$ cat config.mk
export PLATFORM = sky130hd
export DESIGN_NAME = hazard_scoreboard
export DESIGN_NICKNAME = d
export VERILOG_FILES = /design/src/rtl/hazard_scoreboard.sv
export SDC_FILE = /design/constraint.sdc
export NUM_CORES = 1
export LEC_CHECK = 0
export CAP_MARGIN = 0
export CORE_MARGIN = 5
export CORE_UTILIZATION = 60
export DETAILED_ROUTE_END_ITERATION = 7
export GPL_TIMING_DRIVEN = 0
export MAX_ROUTING_LAYER = met4
export PLACE_DENSITY_LB_ADDON = 0.08
export SETUP_SLACK_MARGIN = 0.3
export SLEW_MARGIN = 5
export SYNTH_ARGS = -nofsm -noshare
export SYNTH_HDL_FRONTEND = slang
export SYNTH_SLANG_ARGS = --single-unit
$ cat constraint.sdc
create_clock -name clk -period 7.4 [get_ports clk]
set_input_delay 1.48 -clock clk [delete_from_list [all_inputs] [get_ports clk]]
set_output_delay 1.48 -clock clk [all_outputs]
set_load 0.03 [all_outputs]
$ cat src/rtl/hazard_scoreboard.sv
// -----------------------------------------------------------------------------
// hazard_scoreboard
//
// Consumer end of the ID/EX hazard bundle. Tracks shadow copies of the EX, MEM
// and WB pipeline entries (destination, remaining tNew, source addresses) and
// derives the stall and operand-forward selects for the ID, EX and MEM stages.
// The datapath muxes live elsewhere; this block only produces control.
//
// Ports:
//   clk, reset        pipeline clock, synchronous active-high reset
//   ifReGrf1/2_Id     ID instruction reads rs / rt
//   grfRa1/2_Id       rs / rt addresses in ID
//   tUseRs/Rt_Id      cycles from ID until rs / rt is consumed
//   ifWrGrf_Id        ID instruction writes the GRF
//   grfWa_Id          destination register of the ID instruction
//   tNew_Id           cycles after entering EX until the result is ready
//   stall             freeze PC and IF/ID, bubble ID/EX
//   fwdRs_Id/fwdRt_Id ID operand source: 0 GRF, 1 EX, 2 MEM, 3 WB
//   fwdAluA/B_Ex      EX operand source: 0 ID/EX value, 2 MEM, 3 WB
//   fwdRt_Mem         MEM store-data source: 0 EX/MEM value, 3 WB
// -----------------------------------------------------------------------------
module hazard_scoreboard #(
  parameter int TNEW_W = 5
) (
  input  logic              clk,
  input  logic              reset,
  input  logic              ifReGrf1_Id,
  input  logic              ifReGrf2_Id,
  input  logic [4:0]        grfRa1_Id,
  input  logic [4:0]        grfRa2_Id,
  input  logic [TNEW_W-1:0] tUseRs_Id,
  input  logic [TNEW_W-1:0] tUseRt_Id,
  input  logic              ifWrGrf_Id,
  input  logic [4:0]        grfWa_Id,
  input  logic [TNEW_W-1:0] tNew_Id,
  output logic              stall,
  output logic [1:0]        fwdRs_Id,
  output logic [1:0]        fwdRt_Id,
  output logic [1:0]        fwdAluA_Ex,
  output logic [1:0]        fwdAluB_Ex,
  output logic [1:0]        fwdRt_Mem
);

  localparam int NUM_SRC = 2;

  typedef struct packed {
    logic              wr;
    logic [4:0]        wa;
    logic [TNEW_W-1:0] tnew;
    logic [4:0]        ra1;
    logic [4:0]        ra2;
    logic              re1;
    logic              re2;
  } entry_t;

  localparam logic [TNEW_W-1:0] TNEW_ONE = {{(TNEW_W-1){1'b0}}, 1'b1};

  // Shadow pipeline entries
  entry_t r_e, r_m, r_w;
  entry_t w_id;

  // A writer to $0 never produces a hazard, so it is filtered here once.
  function automatic logic hits(input entry_t x, input logic [4:0] a);
    return x.wr && (x.wa != 5'd0) && (x.wa == a);
  endfunction

  function automatic logic ready(input entry_t x);
    return x.tnew == '0;
  endfunction

  // Moving one stage down the pipe costs one cycle of remaining latency.
  function automatic entry_t age(input entry_t x);
    entry_t y;
    y = x;
    if (x.tnew != '0) y.tnew = x.tnew - TNEW_ONE;
    return y;
  endfunction

  always_comb begin
    w_id      = '0;
    w_id.wr   = ifWrGrf_Id;
    w_id.wa   = grfWa_Id;
    w_id.tnew = tNew_Id;
    w_id.ra1  = grfRa1_Id;
    w_id.ra2  = grfRa2_Id;
    w_id.re1  = ifReGrf1_Id;
    w_id.re2  = ifReGrf2_Id;
  end

  // ---------------------------------------------------------------------------
  // ID stage: stall and forward per source operand
  // ---------------------------------------------------------------------------
  logic [NUM_SRC-1:0]             w_id_re;
  logic [NUM_SRC-1:0][4:0]        w_id_ra;
  logic [NUM_SRC-1:0][TNEW_W-1:0] w_id_tuse;
  logic [NUM_SRC-1:0]             w_id_stall;
  logic [NUM_SRC-1:0][1:0]        w_id_fwd;

  assign w_id_re   = {ifReGrf2_Id, ifReGrf1_Id};
  assign w_id_ra   = {grfRa2_Id, grfRa1_Id};
  assign w_id_tuse = {tUseRt_Id, tUseRs_Id};

  for (genvar g = 0; g < NUM_SRC; g++) begin : g_id
    logic       l_stall;
    logic [1:0] l_fwd;

    // Only the youngest matching writer counts; an older one never serves as
    // a fallback, since its value is stale once a younger write exists.
    always_comb begin
      l_stall = 1'b0;
      l_fwd   = 2'd0;
      if (w_id_re[g] && (w_id_ra[g] != 5'd0)) begin
        if (hits(r_e, w_id_ra[g])) begin
          l_stall = r_e.tnew > w_id_tuse[g];
          l_fwd   = ready(r_e) ? 2'd1 : 2'd0;
        end else if (hits(r_m, w_id_ra[g])) begin
          l_stall = r_m.tnew > w_id_tuse[g];
          l_fwd   = ready(r_m) ? 2'd2 : 2'd0;
        end else if (hits(r_w, w_id_ra[g])) begin
          l_stall = r_w.tnew > w_id_tuse[g];
          l_fwd   = ready(r_w) ? 2'd3 : 2'd0;
        end
      end
    end

    assign w_id_stall[g] = l_stall;
    assign w_id_fwd[g]   = l_fwd;
  end

  assign stall    = |w_id_stall;
  assign fwdRs_Id = w_id_fwd[0];
  assign fwdRt_Id = w_id_fwd[1];

  // ---------------------------------------------------------------------------
  // EX stage: the instruction now in E looks back at M and W
  // ---------------------------------------------------------------------------
  logic [NUM_SRC-1:0]      w_ex_re;
  logic [NUM_SRC-1:0][4:0] w_ex_ra;
  logic [NUM_SRC-1:0][1:0] w_ex_fwd;

  assign w_ex_re = {r_e.re2, r_e.re1};
  assign w_ex_ra = {r_e.ra2, r_e.ra1};

  for (genvar g = 0; g < NUM_SRC; g++) begin : g_ex
    logic [1:0] l_fwd;

    always_comb begin
      l_fwd = 2'd0;
      if (w_ex_re[g] && (w_ex_ra[g] != 5'd0)) begin
        if (hits(r_m, w_ex_ra[g]))      l_fwd = ready(r_m) ? 2'd2 : 2'd0;
        else if (hits(r_w, w_ex_ra[g])) l_fwd = ready(r_w) ? 2'd3 : 2'd0;
      end
    end

    assign w_ex_fwd[g] = l_fwd;
  end

  assign fwdAluA_Ex = w_ex_fwd[0];
  assign fwdAluB_Ex = w_ex_fwd[1];

  // ---------------------------------------------------------------------------
  // MEM stage: store data may come from the writer in W
  // ---------------------------------------------------------------------------
  logic w_mem_hit;
  assign w_mem_hit = r_m.re2 && (r_m.ra2 != 5'd0) && hits(r_w, r_m.ra2) && ready(r_w);
  assign fwdRt_Mem = w_mem_hit ? 2'd3 : 2'd0;

  // Source fields of the older entries are kept for completeness of the
  // shadow copy but are not looked at by any stage.
  logic w_unused;
  assign w_unused = ^{r_m.ra1, r_m.re1, r_w.ra1, r_w.ra2, r_w.re1, r_w.re2};

  // ---------------------------------------------------------------------------
  // Lock-step advance. M and W always move; E takes a bubble while stalled.
  // ---------------------------------------------------------------------------
  always_ff @(posedge clk) begin
    if (reset) begin
      r_e <= '0;
      r_m <= '0;
      r_w <= '0;
    end else begin
      r_e <= stall ? '0 : w_id;
      r_m <= age(r_e);
      r_w <= age(r_m);
    end
  end

endmodule

* Word level (Yosys, flattened, before mapping) *
Index checks and enable logic that the tools add are counted.

storage, ports and cells
  register bits after elaboration = 51
  output and inout port bits = 11
  logic and storage cells = 98

cells by class
  add/subtract/negate cells = 2
  $lt $le $gt $ge = 6
  equal/unequal tests = 11
  muxes and demuxes = 28
  reductions and logical operators = 36

operator list
  operator                                          count
  == test 5 bit                                     11
  nonzero test 5 bit                                10
  2-to-1 mux 2 bit                                  17
  > comparator 5 bit                                6
  logical AND 1 bit                                 21
  logical NOT 5 bit                                 3
  2-to-1 mux 5 bit                                  2
  subtractor 5 x 1 -> 5 bit, second input constant  2
  2-to-1 mux 1 bit                                  9
  OR reduction 3 bit                                1
  OR reduction 2 bit                                1

* Logic depth before layout (Yosys ltp) *
  depth after elaboration = 8
  mapped depth = 9
  mapped depth without buffers = 8

* Worst setup path before layout *
OpenSTA, ideal clock, no wires.

  kind = input -> output
  from = input port grfRa2_Id[3]
  to = output port stall
  arrival time = 3047 ps
  slack = 2873 ps
  stages on the path = 5
  cell sequence = xor2_1 -> or4_1 -> or3_4 -> a21oi_4 -> or2_1

between the ends
  longest elaborated chain between the ends = 7
  elaborated cells on any way between the ends = 13
  classes of those cells = 3 x eq/ne; 4 x mux; 6 x reduce/logical

ends and longest elaborated chain
  what                    RTL line  RTL
  from (decl)             30        input logic [4:0] grfRa2_Id,
  == test 5 bit           64        return x.wr && (x.wa != 5'd0) && (x.wa == a);
  logical AND 1 bit       64
  2-to-1 mux 1 bit        119       end else if (hits(r_w, w_id_ra[g])) begin
  2-to-1 mux 1 bit        116       end else if (hits(r_m, w_id_ra[g])) begin
  2-to-1 mux 1 bit        113       if (hits(r_e, w_id_ra[g])) begin
  2-to-1 mux 1 bit (*)    112       if (w_id_re[g] && (w_id_ra[g] != 5'd0)) begin
  OR reduction 2 bit (*)  130       assign stall = |w_id_stall;
  to (decl)               36        output logic stall,

Mark *: on every way between the ends. The rest lies on a longest branch, timed or not.

* Worst setup path after layout *
  from = input port grfRa2_Id[0]
  to = output port stall

Same word-level chain as after synthesis.

==> tab_implementation.tex <==
\begin{tabular}{lr}
\hline
Metric & Value \\
\hline
\multicolumn{2}{l}{\textbf{Min path}} \\
Worst hold path type & register to register \\
Worst hold path startpoint & r\_e[0]\$\_SDFF\_PP0\_ \\
Capture endpoint of the worst hold path & r\_m[0]\$\_SDFF\_PP0\_ \\
Cells on Worst Hold Path & 1 \\
\multicolumn{2}{l}{\textbf{Finish}} \\
Register Area & 0.00102 mm\^{}2 \\
Antenna fix cells & 0 \\
Final cell count without fillers & 472 \\
Share of post-route cells with drive strength above 1 & 13.0\% \\
Nets & 466 \\
Final std cell area, no fill & 0.00402 mm\^{}2 \\
Filler Cell Count & 428 \\
Total area of multi-input combinational cells & 0.00213 mm\^{}2 \\
Area Overhead vs Synth & 18.8\% \\
\multicolumn{2}{l}{\textbf{Timing}} \\
Finish-stage setup viols & 0 \\
RSZ-0062 raised after global routing & false \\
Fmax & 167 MHz \\
Period minus WS final & 6.00 ns \\
Final hold vios & 0 \\
Transition time of the tightest slew-check pin & 0.894 ns \\
Count of pins over their slew limit & 0 \\
Fin Setup TNS & 0 ns \\
Ratio of final minimum period to clock period & 81.1\% \\
Max\_slew headroom & 39.9\% \\
Final worst clock skew & 0.00779 ns \\
\multicolumn{2}{l}{\textbf{Setup path}} \\
Data arrival, critical path & 4.52 ns \\
Max stage delay cell, worst path & nor4\_1 \\
Cell chain of the critical path & clkdlybuf4s50\_1, xnor2\_1, nand3\_1, nor4\_1, a21oi\_1, a21oi\_4, or2\_1, clkdlybuf4s50\_1 \\
Worst Setup Path Type & input port to primary output \\
Buffers and inverters on the worst path & 2 \\
Critical Path Most Common Cell & clkdlybuf4s50\_1 \\
Worst flop-to-flop path endpoint & r\_e[16]\$\_SDFF\_PP0\_ \\
Number of cell instances on the worst register-to-register path & 8 \\
Largest fanout of any net on the critical path & 6 \\
Worst EP required & 5.92 ns \\
FF-to-FF Start & r\_m[19]\$\_SDFF\_PP0\_ \\
Flop2flop setup slack & 4.91 ns \\
Delay-heaviest family, CP & buffers and inverters \\
Slowest stage delay, CP & 0.77 ns \\
Critical path endpoint category & primary output \\
Setup crit start kind & input port \\
\multicolumn{2}{l}{\textbf{CTS}} \\
Cts-stage hold buffer count & 0 \\
Buffer type at the clock tree root & clkbuf\_8 \\
Clock tree from TritonCTS & built \\
Number of buffers inserted to repair setup after CTS & 0 \\
Clock-pin slew on the worst setup and hold paths & 0.09 ns \\
CTS buffer count & 5 \\
Max H-tree Level & 2 \\
Clock buffer depth & 2 \\
Post-CTS sizing & 0 \\
Clk Latency, worst-skew pair & 0.31 ns \\
Number of clock sinks seen by CTS & 51 \\
\multicolumn{2}{l}{\textbf{Placement}} \\
Detailed placer's ending HPWL & 6.24 mm \\
Inst Count DP & 464 \\
Final weighted congestion in routability-driven placement & 0.908 \\
Placed Instance Area & 0.00392 mm\^{}2 \\
Count of buffers from port buffering & 45 \\
\multicolumn{2}{l}{\textbf{Run}} \\
Total of max-cap violations & 0 \\
\multicolumn{2}{l}{\textbf{Outcome}} \\
Result of the run & finished, final reports clean \\
\multicolumn{2}{l}{\textbf{Global routing}} \\
Overflow after GRT & 0 \\
Total routing usage reported by global routing & 23.8\% \\
Wire length of the first global-routing pass & 13.2 mm \\
Maximum number of pins on one net before global-route repair & 17 \\
Antenna violations before repair & 0 \\
Via count of the first global-routing pass & 2,620 \\
\multicolumn{2}{l}{\textbf{Pwr}} \\
IR Drop Worst-Case VDD & 0.112 mV \\
PD cells & 155 mW/mm\^{}2 \\
Reported leakage power & 1.65 nW \\
\multicolumn{2}{l}{\textbf{Routing}} \\
Number of iterations in the first detailed-routing pass & 4 \\
Post-DR vias/cell & 5.68 \\
Vias & 2,682 \\
Remaining antenna violation count & 0 \\
Initial DRC Count & 200 \\
Number of design rule violations left after detail routing & 0 \\
Detailed Route WL & 8.08 mm \\
Avg WL per Cell & 17.1 um \\
\multicolumn{2}{l}{\textbf{Yosys}} \\
Cells after synthesis & 347 \\
Post-synth EDFFs & 0 \\
Cell accounting for the most synthesized area & dfxtp\_1 \\
Share of flip-flops with an asynchronous set or reset & 0\% \\
Sequential area share after synthesis & 30.2\% \\
Total of warnings raised by yosys & 0 \\
Net count of the mapped netlist & 414 \\
Dominant cells by area after synthesis & dfxtp\_1, ha\_1, xnor2\_1 \\
Average cell area after synthesis & 9.74 um\^{}2 \\
Netlist area before placement & 0.00338 mm\^{}2 \\
Flip-flop cell with the highest count after synthesis & dfxtp\_1 \\
Number of distinct library cells after synthesis & 44 \\
Seq cells post-synth & 51 \\
Top-area cell type share of the netlist area & 30.2\% \\
\multicolumn{2}{l}{\textbf{Die}} \\
Boundary Pins & 46 \\
Height of the die & 85.1 um \\
Area of the core & 0.00551 mm\^{}2 \\
Effective utilization at floorplan & 61.4\% \\
Die Area & 0.00723 mm\^{}2 \\
Number of rows in the core area & 27 \\
Horiz. Die Dim & 85.1 um \\
\hline
\end{tabular}
==> power by group <==
group | internal [W] | switching (W)
Sequential | 0.000291 | 0.0000159
Combinational | 0.0000753 | 0.0000704
Clock | 0.0000766 | 0.0000930
Total | 0.000443 | 0.000179
==> cell usage after synthesis, drive strengths merged (3+ instances only) <==
master	number
dfxtp	51
xnor2	35
ha	32
xor2	26
nor4b	23
nor2b	22
nor3	17
buf	16
inv	16
a21oi	14
nand3	13
nor2	11
o21ai	10
or4	9
nor4	8
nand4	6
and3	5
clkbuf	5
mux2i	3
nand2	3
or2	3
==> worst max path at each step <==
stage               slack, ns  cells after the start         start    end
floorplan                2.87                      5  grfRa2_Id[3]  stall
global placement         1.49                      8  grfRa2_Id[0]  stall
detailed placement       1.48                      8  grfRa2_Id[0]  stall
CTS                      1.45                      8  grfRa2_Id[0]  stall
global route             1.27                      8  grfRa2_Id[0]  stall
finish                   1.40                      8  grfRa2_Id[0]  stall
==> metrics by stage <==
stage                     hold WS (ns)  utilization (%)  setup WS [ns]  power, W
after global routing             0.492             72.9           1.27  0.000660
after global placement           0.458             71.2           1.49  0.000452
final                            0.479             72.9           1.40  0.000622
after detailed placement         0.464             71.2           1.48  0.000458
after CTS                        0.477             72.9           1.45  0.000625
after floorplan                  0.431                -           2.87  0.000408
==> routing by layer <==
metal	routed length, um	vias to the layer above	GRT usage, %
met4	89	0	4.46
met1	3820	1254	32.9
li1	-	1341	-
met3	472	8	4.27
met5	0	-	-
met2	3690	79	36.8
==> registers in the layout (all words and copies together), names as in the netlist <==
name	flops
r_e	23
r_m	17
r_w	11
==> kinds of logic after synthesis <==
group	count (synthesis)	share of synthesized area [%]
xor gates and xnor gates	61	15.8
muxes	3	0.889
adders and majority gates	32	11.8
DFF	51	30.2
AOI/OAI and AO/OA	36	6.92
and+or+nand+nor	127	27.6
buffers and inverters	37	6.70
==> layout make-up <==
type | count | area share, %
multi-input cells | 259 | 53.1
flip-flops and latches | 51 | 25.4
repair buffers | 45 | 11.2
plain buffers | 21 | 4.14
well taps | 72 | 2.24
clock buffers | 6 | 2.06
inverters | 16 | 1.50
clock inverters | 2 | 0.343
==> placed cells by master (no fill, tap or decap), drive strengths merged, types with 14 or more instances in the layout <==
cell,Yosys,layout
buf,16,16
inv,16,17
nor4b,23,23
clkdlybuf4s50,0,45
xor2,26,26
a21oi,14,14
nor3,17,17
nor2b,22,22
dfxtp,51,51
ha,32,32
xnor2,35,35
(Power assumes the default switching activity.)
